### src/rtl/mult_pkg.sv
`default_nettype none
// ============================================================================
//  Module   : mult_pkg
//  Brief    : Shared state encoding, default operand width and counter sizing
//             for the signed shift-add multiplier sequencer.
//  Revision : 1.0 - initial release
// ============================================================================
package mult_pkg;

    localparam int MULT_WIDTH = 8;

    typedef enum logic [2:0] {
        ST_IDLE  = 3'd0,
        ST_CLR   = 3'd1,
        ST_ADD   = 3'd2,
        ST_SHIFT = 3'd3,
        ST_HOLD  = 3'd4
    } state_t;

    // Iteration counter must hold WIDTH without wrapping.
    function automatic int count_width(input int width);
        return $clog2(width) + 1;
    endfunction

endpackage
`default_nettype wire

### src/rtl/mult_seq_ctrl_if.sv
`default_nettype none
// ============================================================================
//  Module   : mult_seq_ctrl_if
//  Brief    : Switch/button inputs and display-side register outputs of the
//             multiplier sequencer.
//  Revision : 1.0 - initial release
// ============================================================================
interface mult_seq_ctrl_if #(
    parameter int WIDTH = 8
);
    logic             Run;
    logic             ClearA_LoadB;
    logic [WIDTH-1:0] S;
    logic [WIDTH-1:0] Aval;
    logic [WIDTH-1:0] Bval;
    logic             Xval;
    logic             Busy;
    logic             Done;

    modport master (
        output Run, ClearA_LoadB, S,
        input  Aval, Bval, Xval, Busy, Done
    );

    modport slave (
        input  Run, ClearA_LoadB, S,
        output Aval, Bval, Xval, Busy, Done
    );
endinterface
`default_nettype wire

### src/rtl/mult_seq_ctrl_add_sub_step.sv
`default_nettype none
// ============================================================================
//  Module   : add_sub_step
//  Brief    : Combinational WIDTH+1-bit sign-extending add/subtract of S to A.
//  Revision : 1.0 - initial release
// ============================================================================
module add_sub_step #(
    parameter int WIDTH = 8
) (
    input  logic [WIDTH-1:0] a_i,
    input  logic [WIDTH-1:0] s_i,
    input  logic             sub_i,
    output logic [WIDTH:0]   r_o
);
    logic [WIDTH:0] w_a_ext;
    logic [WIDTH:0] w_s_ext;
    logic [WIDTH:0] w_s_op;

    assign w_a_ext = {a_i[WIDTH-1], a_i};
    assign w_s_ext = {s_i[WIDTH-1], s_i};
    assign w_s_op  = sub_i ? ~w_s_ext : w_s_ext;
    // Carry-out is dropped; the +1 completes the two's-complement negate.
    assign r_o     = w_a_ext + w_s_op + {{WIDTH{1'b0}}, sub_i};
endmodule
`default_nettype wire

### src/rtl/mult_seq_ctrl.sv
`default_nettype none
// ============================================================================
//  Module   : mult_seq_ctrl
//  Brief    : Signed shift-add multiplier sequencer owning the X/A/B registers.
//             Optional MULT_SKIP_ADD_EN skips ADD when the multiplier bit is 0.
//  Revision : 1.0 - initial release
// ============================================================================
module mult_seq_ctrl
    import mult_pkg::*;
#(
    parameter int WIDTH = MULT_WIDTH
) (
    input  logic           Clk,
    input  logic           Reset_n,
    mult_seq_ctrl_if.slave bus
);
    localparam int CW = count_width(WIDTH);

    state_t           state_q, state_d;
    logic [WIDTH-1:0] a_q, a_d;
    logic [WIDTH-1:0] b_q, b_d;
    logic             x_q, x_d;
    logic [CW-1:0]    cnt_q, cnt_d;
    logic             busy_q, busy_d;
    logic             done_q, done_d;
    logic             last_w;
    logic [WIDTH:0]   sum_w;

    assign last_w = (cnt_q == CW'(WIDTH - 1));

    // The final iteration carries the negative sign-bit weight, hence subtract.
    add_sub_step #(.WIDTH(WIDTH)) u_add_sub (
        .a_i   (a_q),
        .s_i   (bus.S),
        .sub_i (last_w),
        .r_o   (sum_w)
    );

    always_ff @(posedge Clk or negedge Reset_n) begin
        if (!Reset_n) begin
            state_q <= ST_IDLE;
            a_q     <= '0;
            b_q     <= '0;
            x_q     <= 1'b0;
            cnt_q   <= '0;
            busy_q  <= 1'b0;
            done_q  <= 1'b0;
        end else begin
            state_q <= state_d;
            a_q     <= a_d;
            b_q     <= b_d;
            x_q     <= x_d;
            cnt_q   <= cnt_d;
            busy_q  <= busy_d;
            done_q  <= done_d;
        end
    end

    always_comb begin
        state_d = state_q;
        a_d     = a_q;
        b_d     = b_q;
        x_d     = x_q;
        cnt_d   = cnt_q;
        case (state_q)
            ST_IDLE: begin
                if (bus.Run) begin
                    state_d = ST_CLR;
                    a_d     = '0;
                    x_d     = 1'b0;
                    cnt_d   = '0;
                end else if (bus.ClearA_LoadB) begin
                    a_d = '0;
                    x_d = 1'b0;
                    b_d = bus.S;
                end
            end
            ST_CLR: begin
`ifdef MULT_SKIP_ADD_EN
                state_d = b_q[0] ? ST_ADD : ST_SHIFT;
`else
                state_d = ST_ADD;
`endif
            end
            ST_ADD: begin
                if (b_q[0]) begin
                    a_d = sum_w[WIDTH-1:0];
                    x_d = sum_w[WIDTH];
                end
                state_d = ST_SHIFT;
            end
            ST_SHIFT: begin
                a_d   = {x_q, a_q[WIDTH-1:1]};
                b_d   = {a_q[0], b_q[WIDTH-1:1]};
                cnt_d = cnt_q + CW'(1);
                if (last_w) begin
                    state_d = ST_HOLD;
                end else begin
`ifdef MULT_SKIP_ADD_EN
                    // b_q[1] is the multiplier bit that lands in B[0] after this shift.
                    state_d = b_q[1] ? ST_ADD : ST_SHIFT;
`else
                    state_d = ST_ADD;
`endif
                end
            end
            ST_HOLD: begin
                if (!bus.Run) begin
                    state_d = ST_IDLE;
                end
            end
            default: state_d = ST_IDLE;
        endcase
    end

    // Status flags are registered from the next state so they align with it.
    always_comb begin
        busy_d = (state_d == ST_CLR) || (state_d == ST_ADD) || (state_d == ST_SHIFT);
        done_d = (state_d == ST_HOLD);
    end

    assign bus.Aval = a_q;
    assign bus.Bval = b_q;
    assign bus.Xval = x_q;
    assign bus.Busy = busy_q;
    assign bus.Done = done_q;

endmodule
`default_nettype wire

### src/flat_wrapper.sv
// flat-port wrapper written by rule: the top's interface ports become plain ports
module mult_seq_ctrl_flat import mult_pkg::*;
#(
    parameter int WIDTH = MULT_WIDTH
)
  (Clk, Reset_n, bus_Run, bus_ClearA_LoadB, bus_S, bus_Aval, bus_Bval, bus_Xval, bus_Busy, bus_Done);
  mult_seq_ctrl_if #(.WIDTH(WIDTH)) bus_i ();
  input  logic Clk;
  input  logic Reset_n;
  input wire logic [$bits(bus_i.Run)-1:0] bus_Run;
  input wire logic [$bits(bus_i.ClearA_LoadB)-1:0] bus_ClearA_LoadB;
  input wire logic [$bits(bus_i.S)-1:0] bus_S;
  output wire logic [$bits(bus_i.Aval)-1:0] bus_Aval;
  output wire logic [$bits(bus_i.Bval)-1:0] bus_Bval;
  output wire logic [$bits(bus_i.Xval)-1:0] bus_Xval;
  output wire logic [$bits(bus_i.Busy)-1:0] bus_Busy;
  output wire logic [$bits(bus_i.Done)-1:0] bus_Done;
  assign bus_i.Run = bus_Run;
  assign bus_i.ClearA_LoadB = bus_ClearA_LoadB;
  assign bus_i.S = bus_S;
  assign bus_Aval = bus_i.Aval;
  assign bus_Bval = bus_i.Bval;
  assign bus_Xval = bus_i.Xval;
  assign bus_Busy = bus_i.Busy;
  assign bus_Done = bus_i.Done;
  mult_seq_ctrl #(.WIDTH(WIDTH)) u_core (.Clk(Clk), .Reset_n(Reset_n), .bus(bus_i));
endmodule
### config.mk
export PLATFORM = sky130hd
export DESIGN_NAME = mult_seq_ctrl_flat
export DESIGN_NICKNAME = d
export VERILOG_FILES = /design/src/rtl/mult_pkg.sv /design/src/rtl/mult_seq_ctrl_if.sv /design/src/rtl/mult_seq_ctrl_add_sub_step.sv /design/src/rtl/mult_seq_ctrl.sv /design/src/flat_wrapper.sv
export SDC_FILE = /design/constraint.sdc
export NUM_CORES = 1
export LEC_CHECK = 0
export CORE_MARGIN = 2
export CORE_UTILIZATION = 50
export DETAILED_ROUTE_END_ITERATION = 6
export GPL_TIMING_DRIVEN = 0
export PLACE_DENSITY = 0.8
export REMOVE_ABC_BUFFERS = 1
export SLEW_MARGIN = 20
export SYNTH_ARGS = -nofsm -noshare
export SYNTH_HDL_FRONTEND = slang
export SYNTH_SLANG_ARGS = --single-unit
### constraint.sdc
create_clock -name Clk -period 3.65 [get_ports Clk]
set_clock_uncertainty 0.1 [all_clocks]
set_input_delay 0.73 -clock Clk [delete_from_list [all_inputs] [get_ports Clk]]
set_output_delay 0.73 -clock Clk [all_outputs]
set_load 0.005 [all_outputs]
==> results.toml, run 1 <==
[synth]
yosysWarnings = 0
yosysSeqAreaShare_pct = 38.2
yosysTopAreaCell = "dfrtp_1"
netlist_instances = 189
synth_area_mm2 = 0.00170
synth_edf_count = 0
yosys.area.top_type_share_pct = 38.2
synth_area_leaders = "dfrtp_1, a21oi_1, ha_1"
ys.flop_type = "dfrtp_1"
ys_top_cells_by_count = "a21oi_1, nor2_1, dfrtp_1"
syn_avg_cell_area_um2 = 9.01
synth_seq_cells = 26
ys_types = 40
async_flop_share_pct = 100

[layout]
nets = 240
syn_to_final_growth_pct = 21.2
num-fill-cells = 310
fin_area_mm2 = 0.00206
n_antenna_cell = 0
layout-drive-gt1-share_pct = 4.63

[setup_path]
start_kind = "flip-flop"
crit_path_end_kind = "flip-flop"
r2r_start = "u_core.cnt_q[0]"
cp_slowest_cell = "nand3b_1"
crit_arrival_ns = 3.48
critical_path_required_ns = 3.78
crit_fanout = 12
critPathMaxStageDelay_ns = 0.48
path_class = "flip-flop to flip-flop"
worstPathCellList = "ha_1 -> nand3b_1 -> xnor2_1 -> inv_1 -> fa_1 -> nand2b_1 -> a21oi_1 -> o21ai_0 -> a221oi_1 -> o21ai_1"
rr_worst_depth = 10
rrSetupSlack_ns = 0.30
regToRegEndpoint = "u_core.bus.Xval"

[pwr]
p_int_mw = 1.22
power.density_mw_per_mm2 = 1070
comb_power_share_pct = 63.0
switching_share_pct = 44.7
seq_power_share_pct = 27.7
power_switching_uw = 986
clkPwrFrac_pct = 9.3
power_leakage_nw = 0.846
ir_drop_uv = 530

[clocking]
post_cts_buffers = 0
insertion_delay_ns = 0.33
cts_hold_buf = 0
clkSlewWorstSetupHoldPaths_ns = 0.15
h-tree-depth = 1
clkSinkCount = 26
root_buffer = "clkbuf_4"
cts_buffers = 3
cts.repair.resized = 0
cts_tree = "done"
cts_buffer_depth = 2

[flow_run]
cap_violations = 0

[floorplan]
die_h_um = 62.4
num_rows = 21
coreArea_mm2 = 0.00331
io_pins = 31
dieArea_mm2 = 0.00389
die_width_um = 62.4
initial_utilization_pct = 51.4

[grt]
antenna_found_initial = 0
grt_overflow = 0
grt_pass1_vias = 1374
track_usage_pct = 20.6
grt_max_degree = 27
grt_pass1_wl_mm = 6.50

[drt]
drc = 0
totalWireLength_mm = 3.84
post_drt_wl_per_cell_um = 14.6
drt_pass1_iterations = 4
vias_per_cell = 5.71
vias = 1497
antenna_left = 0
drtIter0Drc = 85

[placed_design]
dp_hpwl_mm = 2.68
placed_cell_area_mm2 = 0.00201
gp_congestion = 0.830
port_buffers = 30

[worst_hold_path]
hp-class = "input pin to asynchronous set/reset pin"

[timing]
setup_viol = 0
slew_headroom_pct = 36.1
hold_violations = 0
fin_crit_sh_pct = 91.8
grt_setup_unrepaired = "no"
fin_tns_setup_ns = 0
slew_violations = 0
layout_min_cycle_time_ns = 3.35
max_freq_ghz = 0.298
worstMarginPinSlew_ns = 0.959

[status]
outcome = "finished, final reports clean"
state kept, by name, summed over array words and instances (netlist names):
register and count:
u_core.bus.Xval 1, u_core.cnt_q 4, u_core.state_q 3, u_core.bus.Bval 8, u_core.bus.Done 1, u_core.bus.Aval 8
u_core.bus.Busy 1
cell type report:
type	count	area [um2]	share of cell area [%]
multi-input cells	151	988	47.9
flip-flops and latches	26	651	31.5
repair buffers	30	295	14.3
well taps	46	57.6	2.79
clock inverters	1	30.0	1.46
clock buffers	3	22.5	1.09
inverters	5	18.8	0.910
per-stage QoR:
stage,hold slack [ns],power [mW],std cells,worst slack [ns],util [%]
after floorplan,0.334,1.54,182,0.888,-
after global placement,0.437,1.95,258,0.476,60.9
after detailed placement,0.451,1.99,258,0.408,60.7
after CTS,0.293,2.21,262,0.321,62.3
after global routing,0.314,2.42,262,0.0108,62.3
final,0.272,2.21,262,0.299,62.3
layout by cell type, fill, tap and decap left out, types with 2 or more instances in the layout:
master,synthesis,final
xnor2_1,10,10
dfrtp_1,26,26
a211oi_1,2,2
clkdlybuf4s50_1,0,29
nand2_1,9,9
ha_1,10,10
a32oi_1,2,2
clkbuf_4,0,3
mux2i_1,10,10
o21ai_1,6,6
a21oi_1,27,27
nor3_1,5,5
nand4_1,3,3
o31ai_1,3,3
nor2_1,27,27
nand3b_1,3,3
nand2b_1,5,5
nor2b_1,2,2
inv_1,5,5
o21ai_0,8,8
cells by family after synthesis:
group / share of synthesized area (%)
flops: 38.2
xor+xnor: 5.14
simple gates: 17.6
fa+ha+maj: 8.52
buf+inv: 3.75
compound gates: 20.3
mux: 6.54
power groups by stage:
| stage | clock, mW | combinational, mW | sequential (mW) |
|---|---|---|---|
| after global placement | 0 | 1.34 | 0.609 |
| after detailed placement | 0 | 1.38 | 0.613 |
| final | 0.206 | 1.39 | 0.610 |
| after global routing | 0.215 | 1.57 | 0.635 |
| after floorplan | 0 | 0.962 | 0.583 |
| after CTS | 0.205 | 1.40 | 0.608 |
worst max path at each step:
stage                    start              end  slack (ns)  cells past startpoint
4_1_cts        u_core.cnt_q[0]  u_core.bus.Xval        0.32                     10
3_3_place_gp   u_core.cnt_q[0]  u_core.bus.Xval        0.48                     10
2_1_floorplan  u_core.cnt_q[0]  u_core.bus.Xval        0.89                     10
5_1_grt        u_core.cnt_q[0]  u_core.bus.Xval        0.01                     10
3_5_place_dp   u_core.cnt_q[0]  u_core.bus.Xval        0.41                     10
6_report       u_core.cnt_q[0]  u_core.bus.Xval        0.30                     10
critical path: cells and delay by family (launching register included):
kind,cells,cell delay [ns]
xor gates and xnor gates,1,0.41
DFF,1,0.45
buffers and inverters,1,0.10
adders and majority gates,2,0.66
and+or+nand+nor,2,0.66
AOI/OAI and AO/OA,4,0.87
metal layers:
| metal | up-vias | part of all wire [%] | GRT usage, % |
|---|---|---|---|
| li1 | 736 | - | - |
| met1 | 718 | 48 | 29.1 |
| met2 | 36 | 47 | 32.6 |
| met3 | 7 | 3.2 | 2.36 |
| met4 | 0 | 1.6 | 8.33 |
| met5 | - | 0 | 0 |
No activity file was read; power rests on OpenSTA's default activity.
==> inputs of run 2 (changes only) <==
Settings changed: CORE_UTILIZATION 50 to 45, PLACE_DENSITY 0.8 to 0.73, SKIP_LAST_GASP set to 1.
==> run 2 against run 1 <==
Net effect: worst setup slack better by 0.090 ns; sequential cell count unchanged; via count decreased by 1.9%; cell area increased by 1.0%; sequential share of layout area is 0.32 points lower; sequential power hardly changed; maximum frequency is 2.7% higher; combinational power about the same; register-to-register slack better by 0.09 ns; global-route usage is 2.0 points lower; first-iteration DRC count up 9.4%; non-clock buffer count stayed put; critical path type unchanged.
==> results.toml, run 2 (synthesized netlist as in run 1, its figures left out) <==
[layout]
final_cells = 264
nets = 240
syn_to_final_growth_pct = 22.4
n_antenna_cell = 0
num-fill-cells = 334
layout_commonest_cell = "clkdlybuf4s50_1"
fin_area_mm2 = 0.00208
layout-drive-gt1-share_pct = 4.63
mostFrequentLayoutCells = "clkdlybuf4s50_1, nor2_1, a21oi_1"

[timing]
max_freq_ghz = 0.307
slew_violations = 0
whs_ns = 0.343
worstMarginPinSlew_ns = 1.01
fin_crit_sh_pct = 89.4
grt_setup_unrepaired = "no"
setup_viol = 0
hold_violations = 0
slew_headroom_pct = 33.0
layout_min_cycle_time_ns = 3.26
fin_tns_setup_ns = 0

[floorplan]
coreArea_mm2 = 0.00366
die_width_um = 65.5
dieArea_mm2 = 0.00429
num_rows = 22
die_h_um = 65.5
io_pins = 31
initial_utilization_pct = 46.5

[clocking]
insertion_delay_ns = 0.27
root_buffer = "clkbuf_8"
clkSlewWorstSetupHoldPaths_ns = 0.09
cts.repair.resized = 0
cts_buffer_depth = 2
post_cts_buffers = 0
cts_buffers = 3
cts_tree = "done"
h-tree-depth = 1
clkSinkCount = 26
cts_hold_buf = 0

[drt]
drc = 0
dr.max_layer_used = "met4"
wl_met3_um = 186
totalWireLength_mm = 3.77
post_drt_wl_per_cell_um = 14.3
wl_met1_mm = 1.78
vias = 1469
drtIter0Drc = 93
antenna_left = 0
vias_per_cell = 5.56
drt_pass1_iterations = 4
met2WireLength_mm = 1.77

[grt]
track_usage_pct = 18.6
grt_overflow = 0
grt_max_degree = 27
grt_pass1_wl_mm = 6.22
antenna_found_initial = 0
grt_pass1_vias = 1320

[placed_design]
placed_cell_area_mm2 = 0.00201
gp_congestion = 0.832
port_buffers = 30
place_inst = 260
dp_hpwl_mm = 2.73

[setup_path]
path_delay_family = "compound AO/OA/AOI/OAI gates"
critical_path_required_ns = 3.70
rrSetupSlack_ns = 0.39
worstPathCellList = "ha_1 -> nand3b_1 -> xnor2_1 -> inv_1 -> fa_1 -> nand2b_1 -> a21oi_1 -> o21ai_0 -> a221oi_1 -> o21ai_1"
crit_path_end_kind = "flip-flop"
crit_fanout = 12
cp_slowest_cell = "nand3b_1"
path_buf_inv = 1
critPathMaxStageDelay_ns = 0.48
path_class = "flip-flop to flip-flop"
start_kind = "flip-flop"
crit_arrival_ns = 3.31

[worst_hold_path]
hp-class = "input pin to asynchronous set/reset pin"

[status]
outcome = "finished, final reports clean"

[pwr]
ir_drop_uv = 458
power_leakage_nw = 0.854
power.total_mw = 2.23
power.density_mw_per_mm2 = 1070

[flow_run]
cap_violations = 0
run 2: changes by cell type in the layout (fill, tap and decap cells not counted):
cell | previous run | this run
clkbuf_4 | 3 | 0
clkbuf_8 | 0 | 3
run 2: cell type report:
class	instances	area, um2	area share, %
multi-input cells	151	988	47.4
inverters	5	18.8	0.900
repair buffers	30	295	14.2
well taps	48	60.1	2.88
clock buffers	3	41.3	1.98
flip-flops and latches	26	651	31.2
clock inverters	1	30.0	1.44
run 2: through the flow:
step                      worst slack, ns  util (%)
after floorplan                     0.888         -
after global placement              0.414      55.1
after detailed placement            0.429      55.0
after CTS                           0.360      56.9
after global routing                0.106      56.9
final                               0.389      56.9
run 2: worst reg2reg max path: cells and delay by family (launching register included):
family | cells | cell delay [ns]
compound gates | 4 | 0.82
xor+xnor | 1 | 0.41
flops | 1 | 0.43
fa+ha+maj | 2 | 0.64
buf+inv | 1 | 0.10
simple gates | 2 | 0.65
run 2: final timing paths:
path,start,to,cells after the start
worst max-delay path,u_core.cnt_q[0],u_core.bus.Xval,10
worst min-delay path,Reset_n,u_core.bus.Aval[4],1
worst max register to register,u_core.cnt_q[0],u_core.bus.Xval,10
worst min register to register,u_core.cnt_q[0],u_core.cnt_q[0],1
max in group asynchronous,Reset_n,u_core.bus.Aval[0],1
min in group Clk,u_core.cnt_q[0],u_core.cnt_q[0],1
run 2: power breakdown:
| group | leakage, nW | internal [mW] | switching, mW | total, mW |
|---|---|---|---|---|
| sequential | 0.304 | 0.435 | 0.174 | 0.609 |
| clock | 0.0357 | 0.147 | 0.0961 | 0.243 |
| combinational | 0.514 | 0.675 | 0.704 | 1.38 |
| total | 0.854 | 1.26 | 0.973 | 2.23 |
run 2: metal layers:
| layer | vias to the layer above | global-route usage [%] |
|---|---|---|
| met5 | - | 0 |
| met4 | 0 | 4.69 |
| met3 | 4 | 2.23 |
| met2 | 34 | 30.0 |
| met1 | 696 | 26.8 |
| li1 | 735 | - |
==> inputs of run 3 (changes only) <==
Settings changed: CORE_UTILIZATION 45 to 52, PLACE_DENSITY 0.73 to 0.82, SLEW_MARGIN 20 to not set.
==> run 3 against run 2 <==
Net effect: largest power group unchanged; core utilization rose by 10 points; cell count fell by 1.5%; via count rose by 2.3%; clock power fell by 16%; first-iteration DRC count fell by 24%; combinational power barely moved; clock-buffer cell count did not move; sequential share of layout area rose by 0.28 points; die area fell by 13%; routed wire length rose by 3.6%; largest cell class unchanged.
==> results.toml, run 3 (synthesized netlist as in run 1, its figures left out) <==
[status]
outcome = "finished, final reports clean"

[floorplan]
die_h_um = 61.2
die_width_um = 61.2
dieArea_mm2 = 0.00375
io_pins = 31
initial_utilization_pct = 55.3
num_rows = 20
coreArea_mm2 = 0.00308

[clocking]
cts_buffers = 3
cts_tree = "done"
clkSinkCount = 26
cts_buffer_depth = 2
root_buffer = "clkbuf_4"
cts_hold_buf = 0
cts.repair.resized = 0
h-tree-depth = 1
post_cts_buffers = 0
insertion_delay_ns = 0.34
clkSlewWorstSetupHoldPaths_ns = 0.14

[timing]
grt_setup_unrepaired = "no"
slew_violations = 0
fin_crit_sh_pct = 91.0
setup_viol = 0
hold_violations = 0
slew_headroom_pct = 21.2
layout_min_cycle_time_ns = 3.32
worstMarginPinSlew_ns = 1.18
fin_tns_setup_ns = 0
max_freq_ghz = 0.301

[drt]
totalWireLength_mm = 3.90
vias_per_cell = 5.78
antenna_left = 0
drt_pass1_iterations = 4
drtIter0Drc = 71
post_drt_wl_per_cell_um = 15.0
vias = 1503
drc = 0

[grt]
track_usage_pct = 22.7
grt_pass1_wl_mm = 6.38
grt_pass1_vias = 1459
antenna_found_initial = 0
grt_overflow = 0
grt_max_degree = 27

[placed_design]
dp_hpwl_mm = 2.84
gp_congestion = 0.877
port_buffers = 30

[setup_path]
crit_fanout = 12
start_kind = "flip-flop"
path_class = "flip-flop to flip-flop"
crit_path_end_kind = "flip-flop"
critical_path_required_ns = 3.77
crit_arrival_ns = 3.44

[pwr]
power.density_mw_per_mm2 = 1070
clkPwrFrac_pct = 9.3
power_switching_uw = 996
power_leakage_nw = 0.846
p_int_mw = 1.22
switching_share_pct = 44.9
seq_power_share_pct = 27.6
ir_drop_uv = 552
power.total_mw = 2.22
comb_power_share_pct = 63.2

[layout]
multi_input_area_um2 = 988
n_antenna_cell = 0
nets = 240
mostFrequentLayoutCells = "clkdlybuf4s50_1, nor2_1, a21oi_1"
seq_area_um2 = 651
layout_commonest_cell = "clkdlybuf4s50_1"
final_util_pct = 67.1
num-fill-cells = 253
syn_to_final_growth_pct = 21.3
layout-drive-gt1-share_pct = 4.17

[flow_run]
cap_violations = 0

[worst_hold_path]
hp-class = "flip-flop to flip-flop"
==> run 3: cell types whose count changed in the layout (fill, tap and decap cells not counted) <==
cell,change
clkbuf_8,-3
clkbuf_4,+3
clkdlybuf4s50_1,+1
buf_2,-1
==> run 3: power by group through the flow <==
stage          clock [mW]  sequential [mW]  combinational [mW]
2_1_floorplan           0            0.583               0.962
3_3_place_gp            0            0.602                1.33
3_5_place_dp            0            0.614                1.39
4_1_cts             0.203            0.609                1.40
5_1_grt             0.217            0.632                1.57
6_report            0.205            0.611                1.40
==> run 3: through the flow <==
stage / hold slack [ns] / area (um2) / instances / worst slack, ns
6_report: 0.468 / 2070 / 260 / 0.328
3_3_place_gp: 0.428 / 2010 / 256 / 0.514
3_5_place_dp: 0.443 / 2010 / 256 / 0.391
4_1_cts: 0.475 / 2070 / 260 / 0.356
2_1_floorplan: 0.334 / 1660 / 182 / 0.888
5_1_grt: 0.512 / 2070 / 260 / 0.0434
==> run 3: worst paths after layout <==
kind / slack (ns) / start / depth (start not counted) / to
max: 0.33 / u_core.cnt_q[0] / 10 / u_core.bus.Xval
min: 0.47 / u_core.bus.Xval / 2 / u_core.bus.Xval
max reg2reg: 0.33 / u_core.cnt_q[0] / 10 / u_core.bus.Xval
min reg2reg: 0.47 / u_core.bus.Xval / 2 / u_core.bus.Xval
max in group asynchronous: 1.85 / Reset_n / 1 / u_core.bus.Aval[1]
min in group asynchronous: 0.90 / Reset_n / 1 / u_core.cnt_q[1]
==> run 3: critical path, stage by stage, from the launching register on <==
cell      delay [ns]
dfrtp_1         0.45
ha_1            0.23
nand3b_1        0.47
xnor2_1         0.42
inv_1           0.10
fa_1            0.43
nand2b_1        0.18
a21oi_1         0.32
o21ai_0         0.14
a221oi_1        0.28
o21ai_1         0.09
==> run 3: area by class of cell <==
class	instances	area share (%)
multi-input combinational	151	47.8
sequential	26	31.5
timing repair buffer	30	14.5
tap	44	2.67
clock inverter	1	1.45
clock buffer	3	1.09
inverter	5	0.909
==> run 3: layer usage <==
layer	wire, um	GRT usage, %	share of wire [%]	up-vias
met3	151	2.52	3.9	6
met2	1940	39.8	50	38
met4	37	8.39	0.95	0
met5	0	0	0	-
met1	1770	28.6	45	725
li1	-	-	-	734
